$ cat config.mk
export PLATFORM = sky130hd
export DESIGN_NAME = bf_prog_loader_flat
export DESIGN_NICKNAME = d
export VERILOG_FILES = /design/src/rtl/bf_prog_loader_if.sv /design/src/rtl/bf_prog_loader.sv /design/src/flat_wrapper.sv
export SDC_FILE = /design/constraint.sdc
export NUM_CORES = 1
export LEC_CHECK = 0
export ABC_AREA = 1
export CAP_MARGIN = 40
export CORE_MARGIN = 3
export CORE_UTILIZATION = 50
export CTS_CLUSTER_DIAMETER = 80
export CTS_CLUSTER_SIZE = 16
export DETAILED_ROUTE_END_ITERATION = 16
export PLACE_DENSITY_LB_ADDON = 0.15
export SLEW_MARGIN = 30
export SYNTH_ARGS = -nofsm -noshare
export SYNTH_HDL_FRONTEND = slang
export SYNTH_SLANG_ARGS = --single-unit
$ cat constraint.sdc
create_clock -name i_clock -period 2.1 [get_ports i_clock]
set_clock_uncertainty 0.2 [all_clocks]
set_input_delay 0.42 -clock i_clock [delete_from_list [all_inputs] [get_ports i_clock]]
set_output_delay 0.42 -clock i_clock [all_outputs]
set_load 0.05 [all_outputs]
$ cat src/rtl/bf_prog_loader_if.sv
// rtl/bf_prog_loader_if.sv - source byte stream handshake between a byte source and the program loader
//
// Purpose: groups the valid/ready byte stream that carries Brainfuck source text.
// Signals:
//   i_byte_valid  source -> loader  a source byte is present
//   i_byte[7:0]   source -> loader  ASCII source byte
//   i_byte_last   source -> loader  marks the final byte; meaningful only with i_byte_valid
//   o_byte_ready  loader -> source  loader accepts a byte this cycle
// Modports: master = byte source, slave = loader.
interface bf_prog_loader_if;
  logic       i_byte_valid;
  logic [7:0] i_byte;
  logic       i_byte_last;
  logic       o_byte_ready;

  modport master (
    output i_byte_valid,
    output i_byte,
    output i_byte_last,
    input  o_byte_ready
  );

  modport slave (
    input  i_byte_valid,
    input  i_byte,
    input  i_byte_last,
    output o_byte_ready
  );
endinterface

$ cat src/rtl/bf_prog_loader.sv
// rtl/bf_prog_loader.sv - encodes a Brainfuck source stream into 3-bit opcodes and loads program memory
//
// Purpose: accepts source bytes, writes one opcode per command character, checks bracket
// nesting against the loop-stack capacity, pads unused memory with NOPs and only then
// releases the core.
// Ports:
//   i_clock, i_reset_n   clock, asynchronous active-low reset
//   i_start              one-cycle pulse starting a load (ignored while loading/padding)
//   src (slave)          source byte stream (valid/ready/last)
//   o_prgmem_we/addr/data program memory write port, registered (1-cycle latency)
//   o_cpu_run, o_done    core enable / image complete, both high only in DONE
//   o_error, o_error_code load aborted and cause (00 too long, 01 unmatched ']',
//                        10 nesting overflow, 11 unclosed '[')
//   o_length             number of commands stored
module bf_prog_loader #(
  parameter int PRGMEM_ADDR_WIDTH = 8,
  parameter int STACK_ADDR_WIDTH  = 4
) (
  input  logic                         i_clock,
  input  logic                         i_reset_n,
  input  logic                         i_start,
  bf_prog_loader_if.slave              src,
  output logic                         o_prgmem_we,
  output logic [PRGMEM_ADDR_WIDTH-1:0] o_prgmem_addr,
  output logic [2:0]                   o_prgmem_data,
  output logic                         o_cpu_run,
  output logic                         o_done,
  output logic                         o_error,
  output logic [1:0]                   o_error_code,
  output logic [PRGMEM_ADDR_WIDTH:0]   o_length
);

  localparam int P = PRGMEM_ADDR_WIDTH;
  localparam int S = STACK_ADDR_WIDTH;

  // count and depth are one bit wider than their address so that "full" is representable
  localparam logic [P:0]   MEM_FULL  = {1'b1, {P{1'b0}}};
  localparam logic [S:0]   DEPTH_MAX = {1'b1, {S{1'b0}}};
  localparam logic [P:0]   CNT_ONE   = {{P{1'b0}}, 1'b1};
  localparam logic [S:0]   DEP_ONE   = {{S{1'b0}}, 1'b1};
  localparam logic [P-1:0] LAST_ADDR = {P{1'b1}};

  typedef enum logic [2:0] {
    S_IDLE,
    S_LOAD,
    S_PAD,
    S_DONE,
    S_ERROR
  } state_t;

  state_t       state;
  logic [P:0]   count;
  logic [S:0]   depth;
  logic [P-1:0] pad_ptr;

  logic [2:0]   opcode;
  logic         is_cmd;
  logic         is_open;
  logic         is_close;
  logic [S:0]   depth_next;
  logic [P:0]   count_next;

  always_comb begin
    opcode = 3'b000;
    case (src.i_byte)
      8'h2B:   opcode = 3'b011;  // '+'
      8'h2D:   opcode = 3'b010;  // '-'
      8'h3E:   opcode = 3'b101;  // '>'
      8'h3C:   opcode = 3'b100;  // '<'
      8'h5B:   opcode = 3'b111;  // '['
      8'h5D:   opcode = 3'b110;  // ']'
      default: opcode = 3'b000;  // comment byte
    endcase
  end

  assign is_cmd   = (opcode != 3'b000);
  assign is_open  = (opcode == 3'b111);
  assign is_close = (opcode == 3'b110);

  // depth/count as they will be after this byte, used by the end-of-source decision
  always_comb begin
    depth_next = depth;
    if (is_open) begin
      depth_next = depth + DEP_ONE;
    end else if (is_close) begin
      depth_next = depth - DEP_ONE;
    end
  end

  assign count_next = is_cmd ? (count + CNT_ONE) : count;

  assign src.o_byte_ready = (state == S_LOAD);
  assign o_length         = count;

  always_ff @(posedge i_clock or negedge i_reset_n) begin
    if (!i_reset_n) begin
      state         <= S_IDLE;
      count         <= '0;
      depth         <= '0;
      pad_ptr       <= '0;
      o_prgmem_we   <= 1'b0;
      o_prgmem_addr <= '0;
      o_prgmem_data <= 3'b000;
      o_cpu_run     <= 1'b0;
      o_done        <= 1'b0;
      o_error       <= 1'b0;
      o_error_code  <= 2'b00;
    end else begin
      o_prgmem_we <= 1'b0;
      case (state)
        S_IDLE, S_DONE, S_ERROR: begin
          if (i_start) begin
            state        <= S_LOAD;
            count        <= '0;
            depth        <= '0;
            o_cpu_run    <= 1'b0;
            o_done       <= 1'b0;
            o_error      <= 1'b0;
            o_error_code <= 2'b00;
          end
        end

        S_LOAD: begin
          if (src.i_byte_valid) begin
            // the offending byte is never written
            if (is_cmd && count == MEM_FULL) begin
              state        <= S_ERROR;
              o_error      <= 1'b1;
              o_error_code <= 2'b00;
            end else if (is_close && depth == '0) begin
              state        <= S_ERROR;
              o_error      <= 1'b1;
              o_error_code <= 2'b01;
            end else if (is_open && depth == DEPTH_MAX) begin
              state        <= S_ERROR;
              o_error      <= 1'b1;
              o_error_code <= 2'b10;
            end else begin
              if (is_cmd) begin
                o_prgmem_we   <= 1'b1;
                o_prgmem_addr <= count[P-1:0];
                o_prgmem_data <= opcode;
                count         <= count_next;
                depth         <= depth_next;
              end
              if (src.i_byte_last) begin
                if (depth_next != '0) begin
                  state        <= S_ERROR;
                  o_error      <= 1'b1;
                  o_error_code <= 2'b11;
                end else if (count_next == MEM_FULL) begin
                  state     <= S_DONE;
                  o_done    <= 1'b1;
                  o_cpu_run <= 1'b1;
                end else begin
                  state   <= S_PAD;
                  pad_ptr <= count_next[P-1:0];
                end
              end
            end
          end
        end

        S_PAD: begin
          // count is left untouched so o_length keeps the command count
          o_prgmem_we   <= 1'b1;
          o_prgmem_addr <= pad_ptr;
          o_prgmem_data <= 3'b000;
          pad_ptr       <= pad_ptr + 1'b1;
          if (pad_ptr == LAST_ADDR) begin
            state     <= S_DONE;
            o_done    <= 1'b1;
            o_cpu_run <= 1'b1;
          end
        end

        default: state <= S_IDLE;
      endcase
    end
  end

endmodule

$ cat src/flat_wrapper.sv
// flat-port wrapper written by rule: the top's interface ports become plain ports
module bf_prog_loader_flat 
#(
  parameter int PRGMEM_ADDR_WIDTH = 8,
  parameter int STACK_ADDR_WIDTH  = 4
)
  (i_clock, i_reset_n, i_start, o_prgmem_we, o_prgmem_addr, o_prgmem_data, o_cpu_run, o_done, o_error, o_error_code, o_length, src_i_byte_valid, src_i_byte, src_i_byte_last, src_o_byte_ready);
  bf_prog_loader_if src_i ();
  input  logic i_clock;
  input  logic i_reset_n;
  input  logic i_start;
  output logic o_prgmem_we;
  output logic [PRGMEM_ADDR_WIDTH-1:0] o_prgmem_addr;
  output logic [2:0] o_prgmem_data;
  output logic o_cpu_run;
  output logic o_done;
  output logic o_error;
  output logic [1:0] o_error_code;
  output logic [PRGMEM_ADDR_WIDTH:0] o_length;
  input wire logic [$bits(src_i.i_byte_valid)-1:0] src_i_byte_valid;
  input wire logic [$bits(src_i.i_byte)-1:0] src_i_byte;
  input wire logic [$bits(src_i.i_byte_last)-1:0] src_i_byte_last;
  output wire logic [$bits(src_i.o_byte_ready)-1:0] src_o_byte_ready;
  assign src_i.i_byte_valid = src_i_byte_valid;
  assign src_i.i_byte = src_i_byte;
  assign src_i.i_byte_last = src_i_byte_last;
  assign src_o_byte_ready = src_i.o_byte_ready;
  bf_prog_loader #(.PRGMEM_ADDR_WIDTH(PRGMEM_ADDR_WIDTH), .STACK_ADDR_WIDTH(STACK_ADDR_WIDTH)) u_core (.i_clock(i_clock), .i_reset_n(i_reset_n), .i_start(i_start), .src(src_i), .o_prgmem_we(o_prgmem_we), .o_prgmem_addr(o_prgmem_addr), .o_prgmem_data(o_prgmem_data), .o_cpu_run(o_cpu_run), .o_done(o_done), .o_error(o_error), .o_error_code(o_error_code), .o_length(o_length));
endmodule
---- Word-level counts from Yosys, hierarchy flattened ----
Cells that the tools add are included.
cells by class
  add/subtract/negate cells ............... 4
  $mul .................................... 0
  divide/modulo/power cells ............... 0
  $lt $le $gt $ge ......................... 0
  equal/unequal tests ..................... 29
  shift-type cells ........................ 0
  multiplexer cells ....................... 79
  bitwise gates (word level) .............. 0
  reduce and logical (&&, ||, !) cells .... 17
operators by type and width
  kind                                                   count
  2-to-1 mux 8 bit                                       12
  2-to-1 mux 9 bit                                       7
  2-to-1 mux 5 bit                                       8
  2-to-1 mux 3 bit                                       13
  equality test 8 x 6 -> 1 bit, second input constant    4
  one-hot mux 8 bit (2 select lines)                     2
  2-to-1 mux 1 bit                                       21
  equality test 9 bit, second input constant             2
  one-hot mux 3 bit (6 select lines)                     1
  one-hot mux 9 bit (2 select lines)                     1
  equality test 8 x 7 -> 1 bit, second input constant    2
  inequality test 2 bit, second input constant           8
  2-to-1 mux 2 bit                                       7
  one-hot mux 5 bit (2 select lines)                     1
  AND reduction 10 bit                                   1
  adder 9 x 1 -> 9 bit, second input constant            1
  equality test 3 bit, second input constant             3
  one-hot mux 3 bit (3 select lines)                     1
  adder 8 x 1 -> 8 bit, second input constant            1
  equality test 8 bit, second input constant             1
  AND reduction 8 bit                                    1
  AND reduction 7 bit                                    1
  equality test 3 x 2 -> 1 bit, second input constant    2
  inequality test 2 x 1 -> 1 bit, second input constant  3
  20 further kinds                                       25
storage, ports and cells
  bits in registers ....................... 41
  latch bits .............................. 0
  memory bits (writable) .................. 0
  bits in read-only memories .............. 0
  logic and storage cells ................. 139
  memories kept ........................... 0

---- Longest topological paths before layout ----
Gate-level depths: netlist of run 1.
  depth in word-level cells ............... 13
  gate-level depth with buffers ........... 17
  gate-level depth less buffers ........... 16

---- Worst setup path after synthesis of run 1 ----
No wires, ideal clock.
  kind .................................... register -> register
  from .................................... register u_core.count[0] (netlist: u_core.o_length[0])
  to ...................................... register u_core.pad_ptr[3]
  setup time .............................. 0.066 ns
  data arrival time ....................... 2.140 ns
  data required time ...................... 1.834 ns
  slack ................................... -0.306 ns
  stages on the path, launching flop included .. 15
  path buffers ............................ 0
  cells stage by stage .................... dfrtp_1 > ha_1 > inv_1 > nor2_2 > xor2_1 > inv_1 > nand2_1 > nand2_1 > inv_1 > nand2_2 > nor2_4 > nand4_4 > nand2_4 > nand2_1 > nand2_1
on the way
  cells in the longest elaborated chain, start to end .. 10
RTL lines
  item                                line                   RTL
  from (decl)                         bf_prog_loader.sv:52   logic [P:0] count;
  from (signal assigned)              bf_prog_loader.sv:143  count <= count_next;
  adder 9 x 1 -> 9 bit                bf_prog_loader.sv:90   assign count_next = is_cmd ? (count + CNT_ONE) : count;
  2-to-1 mux 9 bit                    bf_prog_loader.sv:90
  2-to-1 mux 8 bit                    bf_prog_loader.sv:151  end else if (count_next == MEM_FULL) begin
  2-to-1 mux 8 bit                    bf_prog_loader.sv:147  if (depth_next != '0) begin
  2-to-1 mux 8 bit                    bf_prog_loader.sv:146  if (src.i_byte_last) begin
  2-to-1 mux 8 bit                    bf_prog_loader.sv:134  end else if (is_open && depth == DEPTH_MAX) begin
  2-to-1 mux 8 bit                    bf_prog_loader.sv:130  end else if (is_close && depth == '0) begin
  2-to-1 mux 8 bit                    bf_prog_loader.sv:126  if (is_cmd && count == MEM_FULL) begin
  2-to-1 mux 8 bit                    bf_prog_loader.sv:124  if (src.i_byte_valid) begin
  one-hot mux 8 bit (2 select lines)  bf_prog_loader.sv:110  case (state)
  to (signal assigned)                bf_prog_loader.sv:157  pad_ptr <= count_next[P-1:0];
  to (signal assigned)                bf_prog_loader.sv:169  pad_ptr <= pad_ptr + 1'b1;
  to (decl)                           bf_prog_loader.sv:54   logic [P-1:0] pad_ptr;
Parallel ways exist; a longest one is shown, timed or not. The select of a mux whose other input is x is not followed.
A chain may end at the register's enable or synchronous reset.

---- Final worst setup path of run 1 ----
  from .................................... register u_core.depth[1]
  to ...................................... register u_core.o_prgmem_addr[6]
on the way
  cells in the longest elaborated chain, start to end .. 4
RTL lines
  item                                                           line                                          RTL
  from (decl)                                                    bf_prog_loader.sv:53                          logic [S:0] depth;
  from (signal assigned)                                         bf_prog_loader.sv:144                         depth <= depth_next;
  equality test 5 bit / zero test 5 bit (equally long branches)  bf_prog_loader.sv:134, bf_prog_loader.sv:130
  logical AND 1 bit, on equally long branches                    bf_prog_loader.sv:134, bf_prog_loader.sv:130
  inequality test 2 bit (no source line)                         n/a
  AND reduction 6 bit (no source line) (*)                       n/a
  to (signal assigned)                                           bf_prog_loader.sv:141                         o_prgmem_addr <= count[P-1:0];
  to (signal assigned)                                           bf_prog_loader.sv:167                         o_prgmem_addr <= pad_ptr;
  to (decl)                                                      bf_prog_loader.sv:24                          output logic [PRGMEM_ADDR_WIDTH-1:0] o_prgmem_addr,
Mark *: on every way between the ends. The rest lies on a longest branch, timed or not.

==> impl_metrics.env, run 1 <==
export IMPL_run_status="complete, but fails checks"
export IMPL_violations_in_the_final_reports="setup timing"
export IMPL_cts_htree_levels=2
export IMPL_max_cap_viol_count=0
export IMPL_crit_family="simple AND/OR/NAND/NOR gates"
export IMPL_drc_errors=0
export IMPL_tritoncts="built"
export IMPL_wire_length_of_the_first_global_routing_pass_mm=15.0
export IMPL_cellPowerDensity_nw_per_um2=1020
export IMPL_placementRows=27
export IMPL_synth_cells=425
export IMPL_power_ir_vdd_worst_mv=1.08
export IMPL_yosys_warnings=0
export IMPL_cts_inserted_buffers=5
export IMPL_totalWireLength_mm=10.2
export IMPL_synth_xor_area_share_pct=3.50
export IMPL_unrepaired_setup_endpoints_after_global_routing="true"
export IMPL_post_layout_nonfiller_instances=618
export IMPL_core_area_um2=5640
export IMPL_synth_yosys_seq_area_share_pct=34.2
export IMPL_worstMarginPinSlew_ns=0.364
export IMPL_multi_input_area_um2=2090
export IMPL_antenna_cells_inserted=0
export IMPL_synth_top_family_by_area="simple AND/OR/NAND/NOR gates"
export IMPL_cpPeakStageDelay_ns=0.45
export IMPL_drt_iter0_markers=272
export IMPL_post_synth_fa_ha_maj_area_fraction_pct=2.08
export IMPL_detail_route_wl_per_cell_um=16.5
export IMPL_dp_cells=588
export IMPL_min_delay_path_class="register to register"
export IMPL_post_drt_via_cell_ratio=5.60
export IMPL_critical_path_arrival_ns=2.23
export IMPL_timing_critical_path_cells="inv_2 -> ha_4 -> nand2_2 -> inv_2 -> nand3_4 -> a21oi_4 -> nor2_4 -> buf_6 -> nand3_4 -> inv_8 -> nor2_2 -> a31oi_1"
export IMPL_final_fill_count=319
export IMPL_die_span_in_y_um=83.5
export IMPL_placement_setup_worst_slack_ns=-0.614
export IMPL_antenna_left=0
export IMPL_compound_cell_area_share_of_the_yosys_netlist_pct=9.46
export IMPL_die_area_um2=6970
export IMPL_synth_edf_count=0
export IMPL_timing_fmax_mhz=450
export IMPL_grt_pass1_vias=3306
export IMPL_post_synth_num_cell_types=38
export IMPL_timing_critical_path_from_type="register"
export IMPL_synth_net_count=443
export IMPL_setup_violations=28
export IMPL_area_growth_pct=54.9
export IMPL_clkTransAtPathRegs_ns=0.09
export IMPL_fin_nets=563
export IMPL_clock_tree_root_cell="sky130_fd_sc_hd__clkbuf_8"
export IMPL_synthesis_area_um2=3000
export IMPL_period_share_pct=106
export IMPL_ctsLongestPathBuffers=2
export IMPL_crit_path_max_fanout=15
export IMPL_synth_async_reset_ratio_pct=100
export IMPL_worstPathBufferInverterCount=4
export IMPL_timing_worst_setup_path_type="register to register"
export IMPL_slew_viol_final=0
export IMPL_numClockSinks=41
export IMPL_globalRouteTotalUtil_pct=26.3
export IMPL_global_placer_s_final_weighted_congestion=0.896
export IMPL_yosys_mux_area_fraction_pct=0
export IMPL_p_leak_nw=2.29
export IMPL_ratio_of_cells_with_drive_above_1_in_the_final_layout_pct=46.7
export IMPL_worstPathRequired_ns=2.11
export IMPL_utilization_after_layout_pct=82.4
export IMPL_hpwlAfterDp_mm=6.14
export IMPL_main_synth_ff_type="sky130_fd_sc_hd__dfrtp_1"
export IMPL_synth_seq_cells=41
export IMPL_num_ports=40
export IMPL_grt_start_max_net_pins=42
export IMPL_worstSkewPairLatency_ns=0.30
export IMPL_hold_viol_final=0
export IMPL_post_layout_total_power_mw=4.74
export IMPL_start_util_pct=53.2
export IMPL_detailedRoute_firstPassIterationCount=5
export IMPL_layout_area_seq_um2=1040
export IMPL_final_period_minus_worst_setup_slack_ns=2.22
export IMPL_dr_vias=3462
export IMPL_layout_setup_ws_ns=-0.124
export IMPL_globalRoute_totalOverflow=0
export IMPL_postSynthAreaPerCell_um2=7.06
export IMPL_relSlewSlack_pct=75.5
export IMPL_timing_critical_path_slowest_stage_cell="sky130_fd_sc_hd__dfrtp_1"
export IMPL_crit_path_end_kind="register"
export IMPL_io_buffers=39
export IMPL_antenna_found_initial=0
export IMPL_yosys_area_share_simple_pct=41.1
export IMPL_die_x_um=83.5
sequential cells by signal (all words and copies together), names as in the netlist:
register and cells:
u_core.o_length 9, u_core.o_prgmem_addr 8, u_core.pad_ptr 8, u_core.depth 5, u_core.o_prgmem_data 3, u_core.state 3
u_core.o_error_code 2, u_core.o_cpu_run 1, u_core.o_error 1, u_core.o_prgmem_we 1
placed cells by master, fill, tap and decap left out, types with 5 or more instances in the layout:
cell	n
sky130_fd_sc_hd__inv_1	33
sky130_fd_sc_hd__buf_12	7
sky130_fd_sc_hd__nand2_1	116
sky130_fd_sc_hd__dfrtp_1	32
sky130_fd_sc_hd__nor2_2	12
sky130_fd_sc_hd__dfrtp_2	8
sky130_fd_sc_hd__nand2_2	30
sky130_fd_sc_hd__buf_4	88
sky130_fd_sc_hd__nand3_1	26
sky130_fd_sc_hd__xor2_1	9
sky130_fd_sc_hd__clkbuf_8	6
sky130_fd_sc_hd__nor2_4	12
sky130_fd_sc_hd__o21ai_0	16
sky130_fd_sc_hd__nor2_1	13
sky130_fd_sc_hd__nand3_4	6
sky130_fd_sc_hd__o21ai_1	8
sky130_fd_sc_hd__nand4_1	6
sky130_fd_sc_hd__buf_6	13
sky130_fd_sc_hd__inv_2	20
sky130_fd_sc_hd__clkbuf_2	5
sky130_fd_sc_hd__nand2_4	10
sky130_fd_sc_hd__a31oi_1	8
sky130_fd_sc_hd__nand3_2	11
Yosys cell counts (2+ instances only):
master	count	area (µm²)
sky130_fd_sc_hd__clkbuf_1	3	11.3
sky130_fd_sc_hd__buf_4	4	30.0
sky130_fd_sc_hd__nand3b_1	2	15.0
sky130_fd_sc_hd__buf_2	2	10.0
sky130_fd_sc_hd__nand2_1	141	529
sky130_fd_sc_hd__inv_1	45	169
sky130_fd_sc_hd__nand2_4	8	90.1
sky130_fd_sc_hd__nor2_1	25	93.8
sky130_fd_sc_hd__dfrtp_1	41	1030
sky130_fd_sc_hd__a22o_1	3	26.3
sky130_fd_sc_hd__nor2_4	3	33.8
sky130_fd_sc_hd__nor3_1	2	10.0
sky130_fd_sc_hd__nand4_1	6	37.5
sky130_fd_sc_hd__o22ai_1	2	12.5
sky130_fd_sc_hd__inv_2	10	37.5
sky130_fd_sc_hd__nor2_2	9	56.3
sky130_fd_sc_hd__o21ai_0	24	120
sky130_fd_sc_hd__xnor2_1	3	26.3
sky130_fd_sc_hd__nand3_1	41	205
sky130_fd_sc_hd__nand2_2	8	50.1
sky130_fd_sc_hd__a31oi_1	8	50.1
sky130_fd_sc_hd__xor2_1	9	78.8
sky130_fd_sc_hd__a21oi_1	7	35.0
sky130_fd_sc_hd__ha_1	5	62.6
through the flow:
step           cell area (µm²)  setup TNS [ns]  hold slack [ns]
2_1_floorplan             3030               0          -0.0756
3_3_place_gp              3890          -19.51            0.212
3_5_place_dp              3890          -21.28            0.211
4_1_cts                   4280         -0.0108            0.282
5_1_grt                   4650           -4.35            0.313
6_report                  4650           -1.28            0.274
area by class of cell:
class / instances / share of cell area, %
Inverter: 55 / 4.66
Clock inverter: 2 / 0.807
Tap cell: 72 / 1.94
Sequential cell: 41 / 22.4
Timing Repair Buffer: 123 / 23.6
Clock buffer: 6 / 1.78
Multi-Input combinational cell: 319 / 44.9
what timing repair did:
item / CTS / global route
pin swaps: 21 / 50
setup buffers: 7 / 12
hold buffers: 1 / 0
hold endpoints to repair: 41 / 0
gates cloned: 2 / 1
resized for setup: 58 / 90
setup endpoints to repair: 41 / 42
worst reg2reg max path, cell delays in order (launching register included):
cell                      delay [ns]
sky130_fd_sc_hd__dfrtp_1        0.45
sky130_fd_sc_hd__inv_2          0.07
sky130_fd_sc_hd__ha_4           0.18
sky130_fd_sc_hd__nand2_2        0.09
sky130_fd_sc_hd__inv_2          0.08
sky130_fd_sc_hd__nand3_4        0.11
sky130_fd_sc_hd__a21oi_4        0.07
sky130_fd_sc_hd__nor2_4         0.21
sky130_fd_sc_hd__buf_6          0.15
sky130_fd_sc_hd__nand3_4        0.13
sky130_fd_sc_hd__inv_8          0.14
sky130_fd_sc_hd__nor2_2         0.05
sky130_fd_sc_hd__a31oi_1        0.21
power by group:
group          total (mW)  leakage (nW)  internal (mW)  switching, mW
sequential           1.08         0.534          0.955          0.129
clock               0.703        0.0574          0.387          0.315
combinational        2.96          1.70           1.09           1.87
total                4.74          2.29           2.43           2.32
worst paths after layout:
check                                              startpoint                             endpoint  slack [ns]  cells past startpoint
max                               u_core.depth[1]$_DFFE_PN0P_  u_core.o_prgmem_addr[6]$_DFFE_PN0P_       -0.12                     12
min                        u_core.o_error_code[0]$_DFFE_PN0P_   u_core.o_error_code[0]$_DFFE_PN0P_        0.27                      2
max reg2reg                       u_core.depth[1]$_DFFE_PN0P_  u_core.o_prgmem_addr[6]$_DFFE_PN0P_       -0.12                     12
min reg2reg                u_core.o_error_code[0]$_DFFE_PN0P_   u_core.o_error_code[0]$_DFFE_PN0P_        0.27                      2
max in group asynchronous                           i_reset_n       u_core.o_length[0]$_DFFE_PN0P_        1.06                      3
min in group asynchronous                           i_reset_n          u_core.depth[4]$_DFFE_PN0P_        0.41                      3
cell families after synthesis:
group | after synthesis
AO/OA/AOI/OAI | 48
buffers and inverters | 66
XOR/XNOR | 12
AND/OR/NAND/NOR | 253
adder cells (fa/ha/maj) | 5
flip-flops | 41
layer usage:
metal  vias to the layer above  GRT usage, %  share of wire (%)  wire [µm]
met5                         -             0                  0          0
met4                         0          11.0                3.5        355
met3                        37          4.84                7.7        783
met2                       183          46.1                 50       5070
met1                      1632          31.6                 39       3970
li1                       1610             -                  -          -
(Power assumes the default switching activity.)
==> run 2, diff against run 1 <==
--- a/config.mk
+++ b/config.mk
@@ -9,7 +9,6 @@
 export CAP_MARGIN = 40
 export CORE_MARGIN = 3
 export CORE_UTILIZATION = 50
-export CTS_CLUSTER_DIAMETER = 80
 export CTS_CLUSTER_SIZE = 16
 export DETAILED_ROUTE_END_ITERATION = 16
 export PLACE_DENSITY_LB_ADDON = 0.15
==> results of run 2 <==
No change in the layout: final DEF, timing and power equal those of run 1.
==> run 3, diff against run 2 <==
--- a/config.mk
+++ b/config.mk
@@ -9,6 +9,7 @@
 export CAP_MARGIN = 40
 export CORE_MARGIN = 3
 export CORE_UTILIZATION = 50
+export CTS_CLUSTER_DIAMETER = 100
 export CTS_CLUSTER_SIZE = 16
 export DETAILED_ROUTE_END_ITERATION = 16
 export PLACE_DENSITY_LB_ADDON = 0.15
==> results of run 3 <==
No change in the layout: final DEF, timing and power equal those of run 1.
